### src/rtl/ext_csr_if_pkg.sv
// Shared types and constants for the error-counter CSR block.
//   csr_req_t    : CSR request {data, addr, valid}, 97 bits
//   csr_rsp_t    : CSR response {data, valid}, 65 bits
//   mc_err_cnt_t : live counters {uncorr, corr}, 64 bits
//   csr_state_e  : request/response handshake states
//   sat_next()   : next value of a 32-bit saturating counter with clear
package ext_csr_if_pkg;

    typedef struct packed {
        logic [63:0] data;
        logic [31:0] addr;
        logic        valid;
    } csr_req_t;

    typedef struct packed {
        logic [63:0] data;
        logic        valid;
    } csr_rsp_t;

    typedef struct packed {
        logic [31:0] uncorr;
        logic [31:0] corr;
    } mc_err_cnt_t;

    typedef enum logic {
        ST_IDLE = 1'b0,
        ST_RSP  = 1'b1
    } csr_state_e;

    localparam logic [7:0] CSR_OFF_CNT    = 8'h00;
    localparam logic [7:0] CSR_OFF_SHADOW = 8'h08;
    localparam logic [7:0] CSR_OFF_CLR    = 8'h10;
    localparam logic [7:0] CSR_OFF_THR    = 8'h18;

    localparam int unsigned W1C_CORR_BIT   = 0;
    localparam int unsigned W1C_UNCORR_BIT = 1;
    localparam int unsigned W1C_IRQ_BIT    = 2;

    localparam logic [31:0] SAT_MAX = 32'hFFFF_FFFF;

    // Clear wins over the old value, but an increment in the same cycle
    // still counts, so clear+inc lands on 1.
    function automatic logic [31:0] sat_next(input logic [31:0] cnt,
                                             input logic        inc,
                                             input logic        clr);
        logic [31:0] base;
        base = clr ? 32'd0 : cnt;
        if (inc && (base != SAT_MAX)) begin
            return base + 32'd1;
        end
        return base;
    endfunction

endpackage

### src/rtl/sat_cnt32.sv
// 32-bit saturating event counter with synchronous clear.
//   clk, rst_n : clock, async active-low reset
//   inc        : count one event this cycle
//   clr        : clear this cycle (clear+inc gives 1)
//   count      : current count, straight from the register
module sat_cnt32
    import ext_csr_if_pkg::*;
(
    input  logic        clk,
    input  logic        rst_n,
    input  logic        inc,
    input  logic        clr,
    output logic [31:0] count
);

    logic [31:0] count_q;
    logic [31:0] count_d;

    assign count_d = sat_next(count_q, inc, clr);

    always_ff @(posedge clk or negedge rst_n) begin
        if (!rst_n) begin
            count_q <= '0;
        end else begin
            count_q <= count_d;
        end
    end

    assign count = count_q;

endmodule

### src/rtl/cafu_err_cnt_csr.sv
// Memory error counters with a small CSR front end.
//   clk, rst_n      : clock, async active-low reset
//   csr_req_i       : request {data, addr, valid}; csr_req_wr_i = 1 for write
//   csr_req_ready_o : high when a request can be taken this cycle
//   csr_rsp_o       : response, valid for one cycle after accept
//   err_corr_i      : one correctable error per high cycle
//   err_uncorr_i    : one uncorrectable error per high cycle
//   err_cnt_o       : live {uncorr, corr} counters
//   err_irq_o       : sticky correctable-threshold interrupt
//
// state   | meaning
// IDLE    | ready, waiting for a request
// RSP     | presenting the response, new requests ignored
module cafu_err_cnt_csr
    import ext_csr_if_pkg::*;
(
    input  logic        clk,
    input  logic        rst_n,
    input  csr_req_t    csr_req_i,
    input  logic        csr_req_wr_i,
    output logic        csr_req_ready_o,
    output csr_rsp_t    csr_rsp_o,
    input  logic        err_corr_i,
    input  logic        err_uncorr_i,
    output mc_err_cnt_t err_cnt_o,
    output logic        err_irq_o
);

    csr_state_e  state_q, state_d;
    csr_rsp_t    rsp_q, rsp_d;
    logic [63:0] shadow_q, shadow_d;
    logic [31:0] thr_q, thr_d;
    logic        irq_q, irq_d;

    logic        clr_corr, clr_uncorr, clr_irq;
    logic [31:0] corr_cnt, uncorr_cnt, corr_nxt;
    logic        mapped;
    logic [7:0]  off;
    logic        unused_data;

    assign mapped      = (csr_req_i.addr[31:8] == 24'd0);
    assign off         = csr_req_i.addr[7:0];
    assign unused_data = ^csr_req_i.data[63:32];

    sat_cnt32 u_cnt_corr (
        .clk   (clk),
        .rst_n (rst_n),
        .inc   (err_corr_i),
        .clr   (clr_corr),
        .count (corr_cnt)
    );

    sat_cnt32 u_cnt_uncorr (
        .clk   (clk),
        .rst_n (rst_n),
        .inc   (err_uncorr_i),
        .clr   (clr_uncorr),
        .count (uncorr_cnt)
    );

    always_comb begin
        state_d         = state_q;
        rsp_d           = '0;
        shadow_d        = shadow_q;
        thr_d           = thr_q;
        clr_corr        = 1'b0;
        clr_uncorr      = 1'b0;
        clr_irq         = 1'b0;
        csr_req_ready_o = (state_q == ST_IDLE);
        case (state_q)
            ST_IDLE: begin
                if (csr_req_i.valid) begin
                    state_d     = ST_RSP;
                    rsp_d.valid = 1'b1;
                    if (mapped && csr_req_wr_i) begin
                        if (off == CSR_OFF_CLR) begin
                            clr_corr   = csr_req_i.data[W1C_CORR_BIT];
                            clr_uncorr = csr_req_i.data[W1C_UNCORR_BIT];
                            clr_irq    = csr_req_i.data[W1C_IRQ_BIT];
                        end else if (off == CSR_OFF_THR) begin
                            thr_d = csr_req_i.data[31:0];
                        end
                    end else if (mapped) begin
                        if (off == CSR_OFF_CNT) begin
                            rsp_d.data = {uncorr_cnt, corr_cnt};
                            shadow_d   = {uncorr_cnt, corr_cnt};
                        end else if (off == CSR_OFF_SHADOW) begin
                            rsp_d.data = shadow_q;
                        end else if (off == CSR_OFF_THR) begin
                            rsp_d.data = {32'd0, thr_q};
                        end
                    end
                end
            end
            ST_RSP:  state_d = ST_IDLE;
            default: state_d = ST_IDLE;
        endcase
    end

    // Compare against the value the counter will hold after this edge so
    // the interrupt lines up with the count that crosses the threshold.
    assign corr_nxt = sat_next(corr_cnt, err_corr_i, clr_corr);
    assign irq_d    = ((thr_q != 32'd0) && (corr_nxt >= thr_q)) || (irq_q && !clr_irq);

    always_ff @(posedge clk or negedge rst_n) begin
        if (!rst_n) begin
            state_q  <= ST_IDLE;
            rsp_q    <= '0;
            shadow_q <= '0;
            thr_q    <= '0;
            irq_q    <= 1'b0;
        end else begin
            state_q  <= state_d;
            rsp_q    <= rsp_d;
            shadow_q <= shadow_d;
            thr_q    <= thr_d;
            irq_q    <= irq_d;
        end
    end

    assign csr_rsp_o        = rsp_q;
    assign err_irq_o        = irq_q;
    assign err_cnt_o.uncorr = uncorr_cnt;
    assign err_cnt_o.corr   = corr_cnt;

endmodule

### config.mk
export PLATFORM = sky130hd
export DESIGN_NAME = cafu_err_cnt_csr
export DESIGN_NICKNAME = d
export VERILOG_FILES = /design/src/rtl/ext_csr_if_pkg.sv /design/src/rtl/sat_cnt32.sv /design/src/rtl/cafu_err_cnt_csr.sv
export SDC_FILE = /design/constraint.sdc
export NUM_CORES = 1
export LEC_CHECK = 0
export CAP_MARGIN = 20
export CORE_MARGIN = 2
export CORE_UTILIZATION = 45
export CTS_CLUSTER_DIAMETER = 30
export CTS_CLUSTER_SIZE = 10
export DETAILED_ROUTE_END_ITERATION = 12
export DONT_BUFFER_PORTS = 1
export PLACE_DENSITY = 0.67
export SLEW_MARGIN = 20
export SYNTH_ARGS = -nofsm -noshare
export SYNTH_HDL_FRONTEND = slang
export SYNTH_SLANG_ARGS = --single-unit
### constraint.sdc
create_clock -name clk -period 5.11 [get_ports clk]
set_clock_uncertainty 0.05 [all_clocks]
set_input_delay 0.7665 -clock clk [delete_from_list [all_inputs] [get_ports clk]]
set_output_delay 0.7665 -clock clk [all_outputs]
set_load 0.01 [all_outputs]
==> flow_metrics.py <==
metrics = {
    "global_route": {
        "grt_max_degree": 227,
        "grt.overflow.total": 0,
        "grt_pass1_wl_um": 46200,
        "grt_usage_pct": 22.6,
        "antenna_found_initial": 0,
        "grt_pass1_vias": 8460,
    },
    "synth": {
        "synth_edf_count": 0,
        "synth_flop_cell": "dfrtp_1",
        "syn-num-nets": 1321,
        "yosys.area.top_type": "dfrtp_1",
        "yosysUniqueCellTypes": 47,
        "yosysSeqAreaShare_pct": 52.5,
        "async_flop_share_pct": 100,
        "synth.top_cells.by_area": "dfrtp_1 52%, nand2_1 11%, ha_1 3.9%, nor2_1 3.8%, a21oi_1 3.1%",
        "synth.ff_latch_count": 226,
        "synth.top_cell.area_share_pct": 52.5,
        "synth_most_common_cell": "nand2_1",
        "syn-cell-area_um2": 10800,
        "yosysWarnings": 0,
        "ys_top_cells_by_count": "326 x nand2_1, 226 x dfrtp_1, 109 x nor2_1",
        "synth_cells": 1185,
        "syn_avg_cell_area_um2": 9.10,
    },
    "setup_path": {
        "end_kind": "flop",
        "cpPeakStageDelay_ns": 0.48,
        "arrival_ns": 4.76,
        "path_class": "flop to flop",
        "startpoint_type": "flop",
        "rr_worst_depth": 18,
        "slowest_stage": "or4_1",
        "reg2reg_setup_slack_ns": 0.71,
        "path_cells": "nor4b_2 > and4_1 > nand3_1 > and2_1 > ha_1 > nand3_1 > nor3_1 > a31oi_1 > nand4_1 > or4_1 > a21oi_1 > ha_1 > a21o_1 > a21o_1 > a21oi_1 > a21oi_1 > a221oi_1 > o21ai_0",
        "worstPathRequired_ns": 5.46,
        "cp_common_cell": "a21oi_1",
        "r2r_start": "csr_rsp_o[0]",
        "crit_path_max_fanout": 7,
        "r2r-end": "err_irq_o",
    },
    "drt": {
        "vias": 8569,
        "dr.pass1.iters": 5,
        "wl_um": 28400,
        "viasPerCell": 5.52,
        "ant_nets": 0,
        "drtIter0Drc": 697,
        "route.detailed.drc": 0,
        "wl_per_cell_um": 18.3,
    },
    "place": {
        "routabilityCongestion": 0.904,
        "port_buffers": 0,
        "place_hpwl_um": 19000,
    },
    "final_layout": {
        "final_util_pct": 54.6,
        "fin_nets": 1331,
        "layout-drive-gt1-share_pct": 9.66,
        "area_growth_pct": 18.8,
        "antenna_cells": 0,
    },
    "power_and_ir_drop": {
        "ir_worst_vdd_v": 0.000260,
        "power.density_nw_per_um2": 432,
        "total_leakage_power_nw": 6.37,
        "p_total_w": 0.00553,
    },
    "sta": {
        "finalSetupViolCount": 0,
        "period_minus_slack_ns": 4.40,
        "relSlewSlack_pct": 41.2,
        "tns_ns": 0,
        "tightest_slew_ns": 0.875,
        "fin_hold_ws_ns": -0.113,
        "finalHoldViolations": 226,
        "timing.fmax_mhz": 227,
        "fin_crit_sh_pct": 86.2,
        "final_max_slew_viol_count": 0,
        "rsz0062_at_grt": "no",
    },
    "die": {
        "rows": 56,
        "start_util_pct": 45.9,
        "dieArea_um2": 25200,
        "die_x_um": 159,
        "pin_count": 233,
        "die_h_um": 159,
        "core-area_um2": 23500,
    },
    "clock_tree": {
        "post-cts-setup-buffer-count": 0,
        "cts_sinks": 226,
        "clkLatencyLatePin_ns": 0.54,
        "cts_inserted_buffers": 49,
        "htreeDepth": 2,
        "cts_buffer_depth": 3,
        "cts_tree": "built",
        "clk_pin_slew_ns": 0.05,
        "cts_resized": 0,
        "cts-root-buf": "clkbuf_16",
    },
    "run_status": {
        "status": "complete, but fails checks",
        "violations": "hold timing",
    },
    "run": {
        "maxCapViolCount": 0,
    },
    "worst_hold_path": {
        "hp-class": "input pin to async pin",
    },
}
[worst max-delay path: cells and delay by family (launching register included)]
kind | cells | cell delay, ns
fa+ha+maj | 2 | 0.51
simple gates | 8 | 1.96
flops | 1 | 0.44
compound gates | 8 | 1.30
[cell type report]
class                           instances  area [um2]
Tap cell                              319         399
Clock buffer                           58        1330
Multi-Input combinational cell        863        4740
Clock inverter                         30         414
Timing Repair Buffer                   12         103
Inverter                               43         161
Sequential cell                       226        5660
Fill cell                            2041       10700
[cell usage in the layout (no fill, tap or decap), types with 5 or more instances in the layout]
| master | n |
|---|---|
| clkinvlp_4 | 7 |
| nor3_1 | 7 |
| xnor2_1 | 10 |
| a21o_1 | 6 |
| inv_1 | 42 |
| and4_1 | 10 |
| nand4_1 | 23 |
| clkbuf_16 | 50 |
| xor2_1 | 24 |
| dfrtp_1 | 226 |
| nor2_1 | 108 |
| clkinv_4 | 6 |
| or4_1 | 12 |
| or3_1 | 17 |
| nand2_1 | 326 |
| a21oi_1 | 66 |
| o211ai_1 | 7 |
| nand3_1 | 36 |
| inv_6 | 6 |
| nor4_2 | 9 |
| nor4_1 | 14 |
| clkbuf_8 | 5 |
| o21ai_0 | 60 |
| bufinv_16 | 7 |
| mux2i_1 | 33 |
| and3_1 | 16 |
| and2_1 | 6 |
| o31ai_1 | 5 |
| buf_4 | 11 |
| ha_1 | 34 |
[worst max-delay path by stage]
| stage | from | depth (start not counted) | endpoint |
|---|---|---|---|
| 4_1_cts | csr_rsp_o[0] | 18 | err_irq_o |
| 3_3_place_gp | csr_req_i[2] | 18 | err_irq_o |
| 3_5_place_dp | csr_req_i[12] | 18 | err_irq_o |
| 2_1_floorplan | csr_req_i[5] | 18 | err_irq_o |
| 6_report | csr_rsp_o[0] | 18 | err_irq_o |
| 5_1_grt | csr_rsp_o[0] | 18 | err_irq_o |
[report_power, final]
part / internal [W] / switching (W) / leakage (nW)
sequential: 0.00185 / 0.000179 / 2.96
clock: 0.00223 / 0.00103 / 0.832
combinational: 0.000112 / 0.000129 / 2.58
[flip-flops by register name, summed over array words and instances (netlist names)]
register / cells
csr_rsp_o: 65
shadow_q: 64
thr_q: 32
u_cnt_corr.count: 32
u_cnt_uncorr.count: 32
err_irq_o: 1
[cell families (layout without fill, tap and decap cells)]
group | after synthesis | after routing | share of synthesized area (%)
flops | 226 | 226 | 52.5
compound gates | 160 | 160 | 8.28
fa+ha+maj | 34 | 34 | 3.95
simple gates | 599 | 599 | 25.4
buf+inv | 96 | 143 | 3.78
xor+xnor | 34 | 34 | 2.76
mux | 36 | 36 | 3.38
[per-stage QoR]
stage	instances	setup slack [ns]	area, um2
after global placement	1463	0.395	11100
after floorplan	1185	0.530	10800
after CTS	1551	0.700	12800
after detailed placement	1463	0.323	11100
after global routing	1551	0.386	12800
final	1551	0.707	12800
[metal layers]
| layer | vias to the layer above | share of wire, % | routed length [um] | GRT usage [%] |
|---|---|---|---|---|
| li1 | 4061 | - | - | - |
| met1 | 4168 | 43 | 12300 | 29.8 |
| met3 | 53 | 7.6 | 2160 | 6.69 |
| met5 | - | 0 | 0 | 0 |
| met4 | 0 | 2.6 | 750 | 7.84 |
| met2 | 287 | 46 | 13200 | 35.8 |
No activity file was read; power rests on OpenSTA's default activity.
